[config.mk]
export PLATFORM = sky130hd
export DESIGN_NAME = multicycle_controller
export DESIGN_NICKNAME = d
export VERILOG_FILES = /design/src/rtl/multicycle_controller.sv
export SDC_FILE = /design/constraint.sdc
export NUM_CORES = 1
export LEC_CHECK = 0
export ABC_CLOCK_PERIOD_IN_PS = 5800
export BUFFER_PORTS_ARGS = -buffer_cell sky130_fd_sc_hd__buf_2
export CORE_ASPECT_RATIO = 0.5
export CORE_MARGIN = 5
export CORE_UTILIZATION = 56
export CTS_CLUSTER_DIAMETER = 40
export DETAILED_ROUTE_END_ITERATION = 10
export HOLD_SLACK_MARGIN = 0.03
export PLACE_DENSITY_LB_ADDON = 0.25
export SLEW_MARGIN = 20
export SYNTH_ARGS = -nofsm -noshare
export SYNTH_HDL_FRONTEND = slang
export SYNTH_SLANG_ARGS = --single-unit
export TNS_END_PERCENT = 20
[constraint.sdc]
create_clock -name clk -period 5.8 [get_ports clk]
set_input_delay 1.45 -clock clk [delete_from_list [all_inputs] [get_ports clk]]
set_output_delay 1.45 -clock clk [all_outputs]
set_load 0.01 [all_outputs]
[src/rtl/multicycle_controller.sv]
// Multicycle RV32I-style control unit: sequences fetch/decode/execute phases,
// drives datapath selects and strobes, and counts retired instructions.
module multicycle_controller #(
    parameter int TRAP_ON_ILLEGAL = 1,
    parameter int SUPPORT_JALR    = 1,
    parameter int CNT_W           = 32
) (
    input  logic             clk,
    input  logic             reset,
    input  logic [6:0]       op,
    input  logic [2:0]       funct3,
    input  logic             funct7b5,
    input  logic             BrEq,
    input  logic             BrLT,
    input  logic             mem_ready,
    output logic             PCWrite,
    output logic             AdrSrc,
    output logic             MemWrite,
    output logic             IRWrite,
    output logic             RegWrite,
    output logic [1:0]       ResultSrc,
    output logic [1:0]       ALUSrcA,
    output logic [1:0]       ALUSrcB,
    output logic [2:0]       ImmSrc,
    output logic [3:0]       ALUControl,
    output logic             BrUn,
    output logic             illegal_instr,
    output logic [CNT_W-1:0] instret
);

    localparam logic [6:0] OP_LOAD   = 7'b0000011;
    localparam logic [6:0] OP_STORE  = 7'b0100011;
    localparam logic [6:0] OP_R      = 7'b0110011;
    localparam logic [6:0] OP_I      = 7'b0010011;
    localparam logic [6:0] OP_BRANCH = 7'b1100011;
    localparam logic [6:0] OP_JAL    = 7'b1101111;
    localparam logic [6:0] OP_JALR   = 7'b1100111;
    localparam logic [6:0] OP_LUI    = 7'b0110111;
    localparam logic [6:0] OP_AUIPC  = 7'b0010111;

    typedef enum logic [3:0] {
        S_FETCH,
        S_DECODE,
        S_MEMADR,
        S_MEMREAD,
        S_MEMWB,
        S_MEMWRITE,
        S_EXECUTER,
        S_EXECUTEI,
        S_ALUWB,
        S_BRANCH,
        S_JAL,
        S_JALR,
        S_JALRPC,
        S_LUI,
        S_AUIPC,
        S_TRAP
    } state_t;

    state_t           state_q, state_d, state_cur;
    logic [CNT_W-1:0] instret_q, instret_d;
    logic             retire;
    logic [3:0]       alu_dec;
    logic             taken;

    // Outputs follow FETCH while reset is high, not only after the edge.
    assign state_cur = reset ? S_FETCH : state_q;

    // Immediate format selected from the opcode alone
    always_comb begin
        ImmSrc = 3'b000;
        case (op)
            OP_LOAD, OP_JALR, OP_I: ImmSrc = 3'b000;
            OP_STORE:               ImmSrc = 3'b001;
            OP_BRANCH:              ImmSrc = 3'b010;
            OP_JAL:                 ImmSrc = 3'b011;
            OP_LUI, OP_AUIPC:       ImmSrc = 3'b100;
            default:                ImmSrc = 3'b000;
        endcase
    end

    // ALU operation for R/I-type execute phases
    always_comb begin
        alu_dec = 4'b0000;
        case (funct3)
            3'b000: alu_dec = (op == OP_R && funct7b5) ? 4'b0001 : 4'b0000;
            3'b001: alu_dec = 4'b0111;
            3'b010: alu_dec = 4'b0101;
            3'b011: alu_dec = 4'b0110;
            3'b100: alu_dec = 4'b0100;
            3'b101: alu_dec = funct7b5 ? 4'b1001 : 4'b1000;
            3'b110: alu_dec = 4'b0011;
            3'b111: alu_dec = 4'b0010;
            default: alu_dec = 4'b0000;
        endcase
    end

    // Branch outcome from the datapath comparator flags
    always_comb begin
        taken = 1'b0;
        case (funct3)
            3'b000:         taken = BrEq;
            3'b001:         taken = ~BrEq;
            3'b100, 3'b110: taken = BrLT;
            3'b101, 3'b111: taken = ~BrLT;
            default:        taken = 1'b0;
        endcase
    end

    // Next-state, control outputs and retire pulse
    always_comb begin
        state_d       = state_cur;
        retire        = 1'b0;
        PCWrite       = 1'b0;
        AdrSrc        = 1'b0;
        MemWrite      = 1'b0;
        IRWrite       = 1'b0;
        RegWrite      = 1'b0;
        ResultSrc     = 2'b00;
        ALUSrcA       = 2'b00;
        ALUSrcB       = 2'b00;
        ALUControl    = 4'b0000;
        BrUn          = 1'b0;
        illegal_instr = 1'b0;
        case (state_cur)
            S_FETCH: begin
                ALUSrcB   = 2'b10;
                ResultSrc = 2'b10;
                IRWrite   = mem_ready;
                PCWrite   = mem_ready;
                if (mem_ready) state_d = S_DECODE;
            end
            S_DECODE: begin
                ALUSrcA = 2'b01;
                ALUSrcB = 2'b01;
                case (op)
                    OP_LOAD, OP_STORE: state_d = S_MEMADR;
                    OP_R:              state_d = S_EXECUTER;
                    OP_I:              state_d = S_EXECUTEI;
                    OP_JAL:            state_d = S_JAL;
                    OP_LUI:            state_d = S_LUI;
                    OP_AUIPC:          state_d = S_AUIPC;
                    OP_BRANCH: begin
                        if (funct3 == 3'b010 || funct3 == 3'b011)
                            state_d = (TRAP_ON_ILLEGAL != 0) ? S_TRAP : S_FETCH;
                        else
                            state_d = S_BRANCH;
                    end
                    OP_JALR: begin
                        if (SUPPORT_JALR != 0)
                            state_d = S_JALR;
                        else
                            state_d = (TRAP_ON_ILLEGAL != 0) ? S_TRAP : S_FETCH;
                    end
                    default: state_d = (TRAP_ON_ILLEGAL != 0) ? S_TRAP : S_FETCH;
                endcase
            end
            S_MEMADR: begin
                ALUSrcA = 2'b10;
                ALUSrcB = 2'b01;
                state_d = (op == OP_STORE) ? S_MEMWRITE : S_MEMREAD;
            end
            S_MEMREAD: begin
                AdrSrc = 1'b1;
                if (mem_ready) state_d = S_MEMWB;
            end
            S_MEMWB: begin
                ResultSrc = 2'b01;
                RegWrite  = 1'b1;
                retire    = 1'b1;
                state_d   = S_FETCH;
            end
            S_MEMWRITE: begin
                AdrSrc   = 1'b1;
                MemWrite = 1'b1;
                if (mem_ready) begin
                    retire  = 1'b1;
                    state_d = S_FETCH;
                end
            end
            S_EXECUTER: begin
                ALUSrcA    = 2'b10;
                ALUSrcB    = 2'b00;
                ALUControl = alu_dec;
                state_d    = S_ALUWB;
            end
            S_EXECUTEI: begin
                ALUSrcA    = 2'b10;
                ALUSrcB    = 2'b01;
                ALUControl = alu_dec;
                state_d    = S_ALUWB;
            end
            S_ALUWB: begin
                RegWrite = 1'b1;
                retire   = 1'b1;
                state_d  = S_FETCH;
            end
            S_BRANCH: begin
                BrUn    = funct3[1];
                PCWrite = taken;
                retire  = 1'b1;
                state_d = S_FETCH;
            end
            S_JAL: begin
                ALUSrcA = 2'b01;
                ALUSrcB = 2'b10;
                PCWrite = 1'b1;
                state_d = S_ALUWB;
            end
            S_JALR: begin
                ALUSrcA   = 2'b01;
                ALUSrcB   = 2'b10;
                ResultSrc = 2'b10;
                RegWrite  = 1'b1;
                state_d   = S_JALRPC;
            end
            S_JALRPC: begin
                ALUSrcA   = 2'b10;
                ALUSrcB   = 2'b01;
                ResultSrc = 2'b10;
                PCWrite   = 1'b1;
                retire    = 1'b1;
                state_d   = S_FETCH;
            end
            S_LUI: begin
                ResultSrc = 2'b11;
                RegWrite  = 1'b1;
                retire    = 1'b1;
                state_d   = S_FETCH;
            end
            S_AUIPC: begin
                ALUSrcA = 2'b01;
                ALUSrcB = 2'b01;
                state_d = S_ALUWB;
            end
            S_TRAP: begin
                illegal_instr = 1'b1;
                state_d       = S_TRAP;
            end
            default: state_d = S_FETCH;
        endcase
    end

    assign instret_d = instret_q + CNT_W'(retire);
    assign instret   = instret_q;

    // State and retired-instruction counter registers
    always_ff @(posedge clk) begin
        if (reset) begin
            state_q   <= S_FETCH;
            instret_q <= '0;
        end else begin
            state_q   <= state_d;
            instret_q <= instret_d;
        end
    end

endmodule

==> out/qor.yml <==
floorplanning:
  io_pins: 68
  rows: 16
  initial_core_util_pct: 59.0
  dieHeight_um: 55.8
  die_x_um: 102
  dieArea_um2: 5680
  coreArea_um2: 3980
run:
  drv_cap: 0
clock_network:
  cts_setup_buffers: 0
  clk_pin_slew_ns: 0.07
  cts_buffers: 5
  clock-sinks: 36
  cts_tree: "yes"
  insertion_delay_ns: 0.28
  clockRootBuffer: "clkbuf_8"
  ctsHoldBuffers: 0
  cts_resized: 0
  htree_levels: 2
  ctsLongestPathBuffers: 2
route:
  topRoutingLayerUsed: "met4"
  dr_wl_met3_um: 377
  wl_met1_um: 2700
  drc: 0
  dr_wl_met2_um: 2750
  drt-initial-drc-count: 75
  ant_nets: 0
  vias: 2509
  wl_um: 5880
  vias_per_cell: 5.99
  dr.pass1.iters: 5
  wire_per_inst_um: 14.0
setup_path:
  criticalPathCategory: "primary input to primary output"
  r2r-end: "instret[23]"
  critical_path.cell_chain: "buf_2, nand2b_1, or3_1, a21oi_1, o21a_1, buf_2"
  cpMostUsedCell: "buf_2"
  cp.required_ns: 4.35
  cpLargestDelayFamily: "simple AND/OR/NAND/NOR gates"
  crit_end: "ALUControl[0]"
  reg2reg_from: "state_q[2]"
  cp.depth: 6
  reg2reg_setup_slack_ns: 2.50
  crit_arrival_ns: 2.90
  crit_fanout: 48
  slowest_delay_ns: 0.41
  critPathBufInv: 2
  cp_slowest_cell: "or3_1"
  rr_worst_depth: 8
  start_kind: "primary input"
  cp-startpoint: "reset"
  crit_path_end_kind: "primary output"
sta:
  max_freq_mhz: 230
  setup_tns_ns: 0
  finClkSkew_ns: 0.00581
  maxSlewHeadroom_pct: 44.2
  hold_viol_final: 0
  setup_viol: 0
  min_period_ns: 4.35
  drv_slew: 0
  period_share_pct: 75.1
  worstMarginPinSlew_ns: 0.836
  rsz0062_at_grt: "false"
global_routing:
  antenna_found_initial: 0
  grt_start_max_net_pins: 49
  grt_pass1_vias: 2179
  grt_util_all_layers_pct: 20.2
  grt_overflow: 0
  grt_first_pass_wirelength_um: 9630
synthesis:
  synth-edff-count: 0
  synth_common_cells: "dfxtp_1 (36), nor2_1 (34), a21oi_1 (27)"
  syn_nets: 333
  yosys.area.top_type: "dfxtp_1"
  synth_seq_cells: 36
  synth-main-ff-cell: "dfxtp_1"
  ys_types: 50
  ys_warn_count: 0
  synth_top_area_share_pct: 30.6
  ys_seq_area_share_pct: 30.6
  synth.avg_cell_area_um2: 7.47
  synth_most_common_cell: "dfxtp_1"
  synth_area_um2: 2350
  synth_cells: 315
  async_flop_share_pct: 0
  synthTopCellsByArea: "dfxtp_1 (31%), a21oi_1 (5.7%), nor2_1 (5.4%)"
cells_and_area:
  finalInstanceArea_um2: 2810
  area_growth_pct: 19.5
  antenna_cells: 0
  nets: 382
  drive_gt1_share_pct: 22.7
  fill_cells: 328
  final_cells: 419
placement:
  place_congestion: 0.790
  post_dp_cell_area_um2: 2650
  dp_hpwl_um: 4120
  dpl.cell_count: 411
  portBuffers: 67
run_status:
  status: "completed"
pwr:
  p_leak_nw: 1.12
  power_density_nw_per_um2: 308
  total_power_w: 0.000865
  vdd_ir_drop_max_mv: 0.173
worst_hold_path:
  hold_class: "register to register"
## tightest hold or removal path: cells and delay by family (launching register included)
kind	cells	cell delay, ns
AOI/OAI and AO/OA	2	0.12
DFF	1	0.32
## power breakdown
group	switching [W]	total [W]	internal, W
clock network	0.0000892	0.000304	0.000215
registers	0.0000660	0.000328	0.000262
logic	0.000119	0.000233	0.000114
## registers in the layout, summed over array words and instances (netlist names)
| name | cells |
|---|---|
| instret | 32 |
| state_q | 4 |
## area by class of cell
cell class	instances	area [um^2]	share of cell area, %
Multi-Input combinational cell	246	1500	53.3
Sequential cell	36	721	25.6
Timing Repair Buffer	67	335	11.9
Clock inverter	3	90.1	3.21
Clock buffer	5	68.8	2.45
Tap cell	54	67.6	2.40
Inverter	8	30.0	1.07
## cells in the final DEF, fill, tap and decap left out, types with 9 or more instances in the layout
| master | n |
|---|---|
| or3_1 | 10 |
| or4_1 | 10 |
| nor2b_1 | 12 |
| nand4_1 | 9 |
| nor3_1 | 13 |
| dfxtp_1 | 36 |
| nand3_1 | 14 |
| a21oi_1 | 27 |
| nand2_1 | 18 |
| xor2_1 | 9 |
| o21ai_0 | 15 |
| buf_2 | 67 |
| nor2_1 | 34 |
| o31ai_1 | 9 |
## worst min-delay path by stage
stage                      from  slack (ns)  depth (start not counted)           to
floorplan           instret[31]        0.50                          2  instret[31]
global placement    instret[31]        0.46                          2  instret[31]
detailed placement  instret[31]        0.47                          2  instret[31]
CTS                 instret[31]        0.48                          2  instret[31]
global route        instret[31]        0.51                          2  instret[31]
finish              instret[31]        0.48                          2  instret[31]
## cells by family after synthesis
kind of cell / after synthesis / synth area share [%]
AND/OR/NAND/NOR: 151 / 35.4
AO/OA/AOI/OAI: 71 / 18.6
flip-flops: 36 / 30.6
buffers and inverters: 33 / 5.69
XOR/XNOR: 17 / 6.33
multiplexers: 5 / 2.23
adder cells (fa/ha/maj): 2 / 1.06
## stage by stage
step | hold WS, ns | utilization, % | setup WS [ns]
after floorplan | 0.496 | - | 1.94
after global placement | 0.464 | 66.6 | 1.47
after detailed placement | 0.474 | 66.6 | 1.44
after CTS | 0.484 | 70.5 | 1.44
after global routing | 0.514 | 70.5 | 1.33
final | 0.480 | 70.5 | 1.45
## per-layer routing
| metal | global-route usage [%] | up-vias |
|---|---|---|
| met1 | 26.4 | 1177 |
| li1 | - | 1242 |
| met4 | 4.55 | 0 |
| met5 | 0 | - |
| met3 | 4.26 | 5 |
| met2 | 33.9 | 85 |
Power figures use the tool's default switching activity.
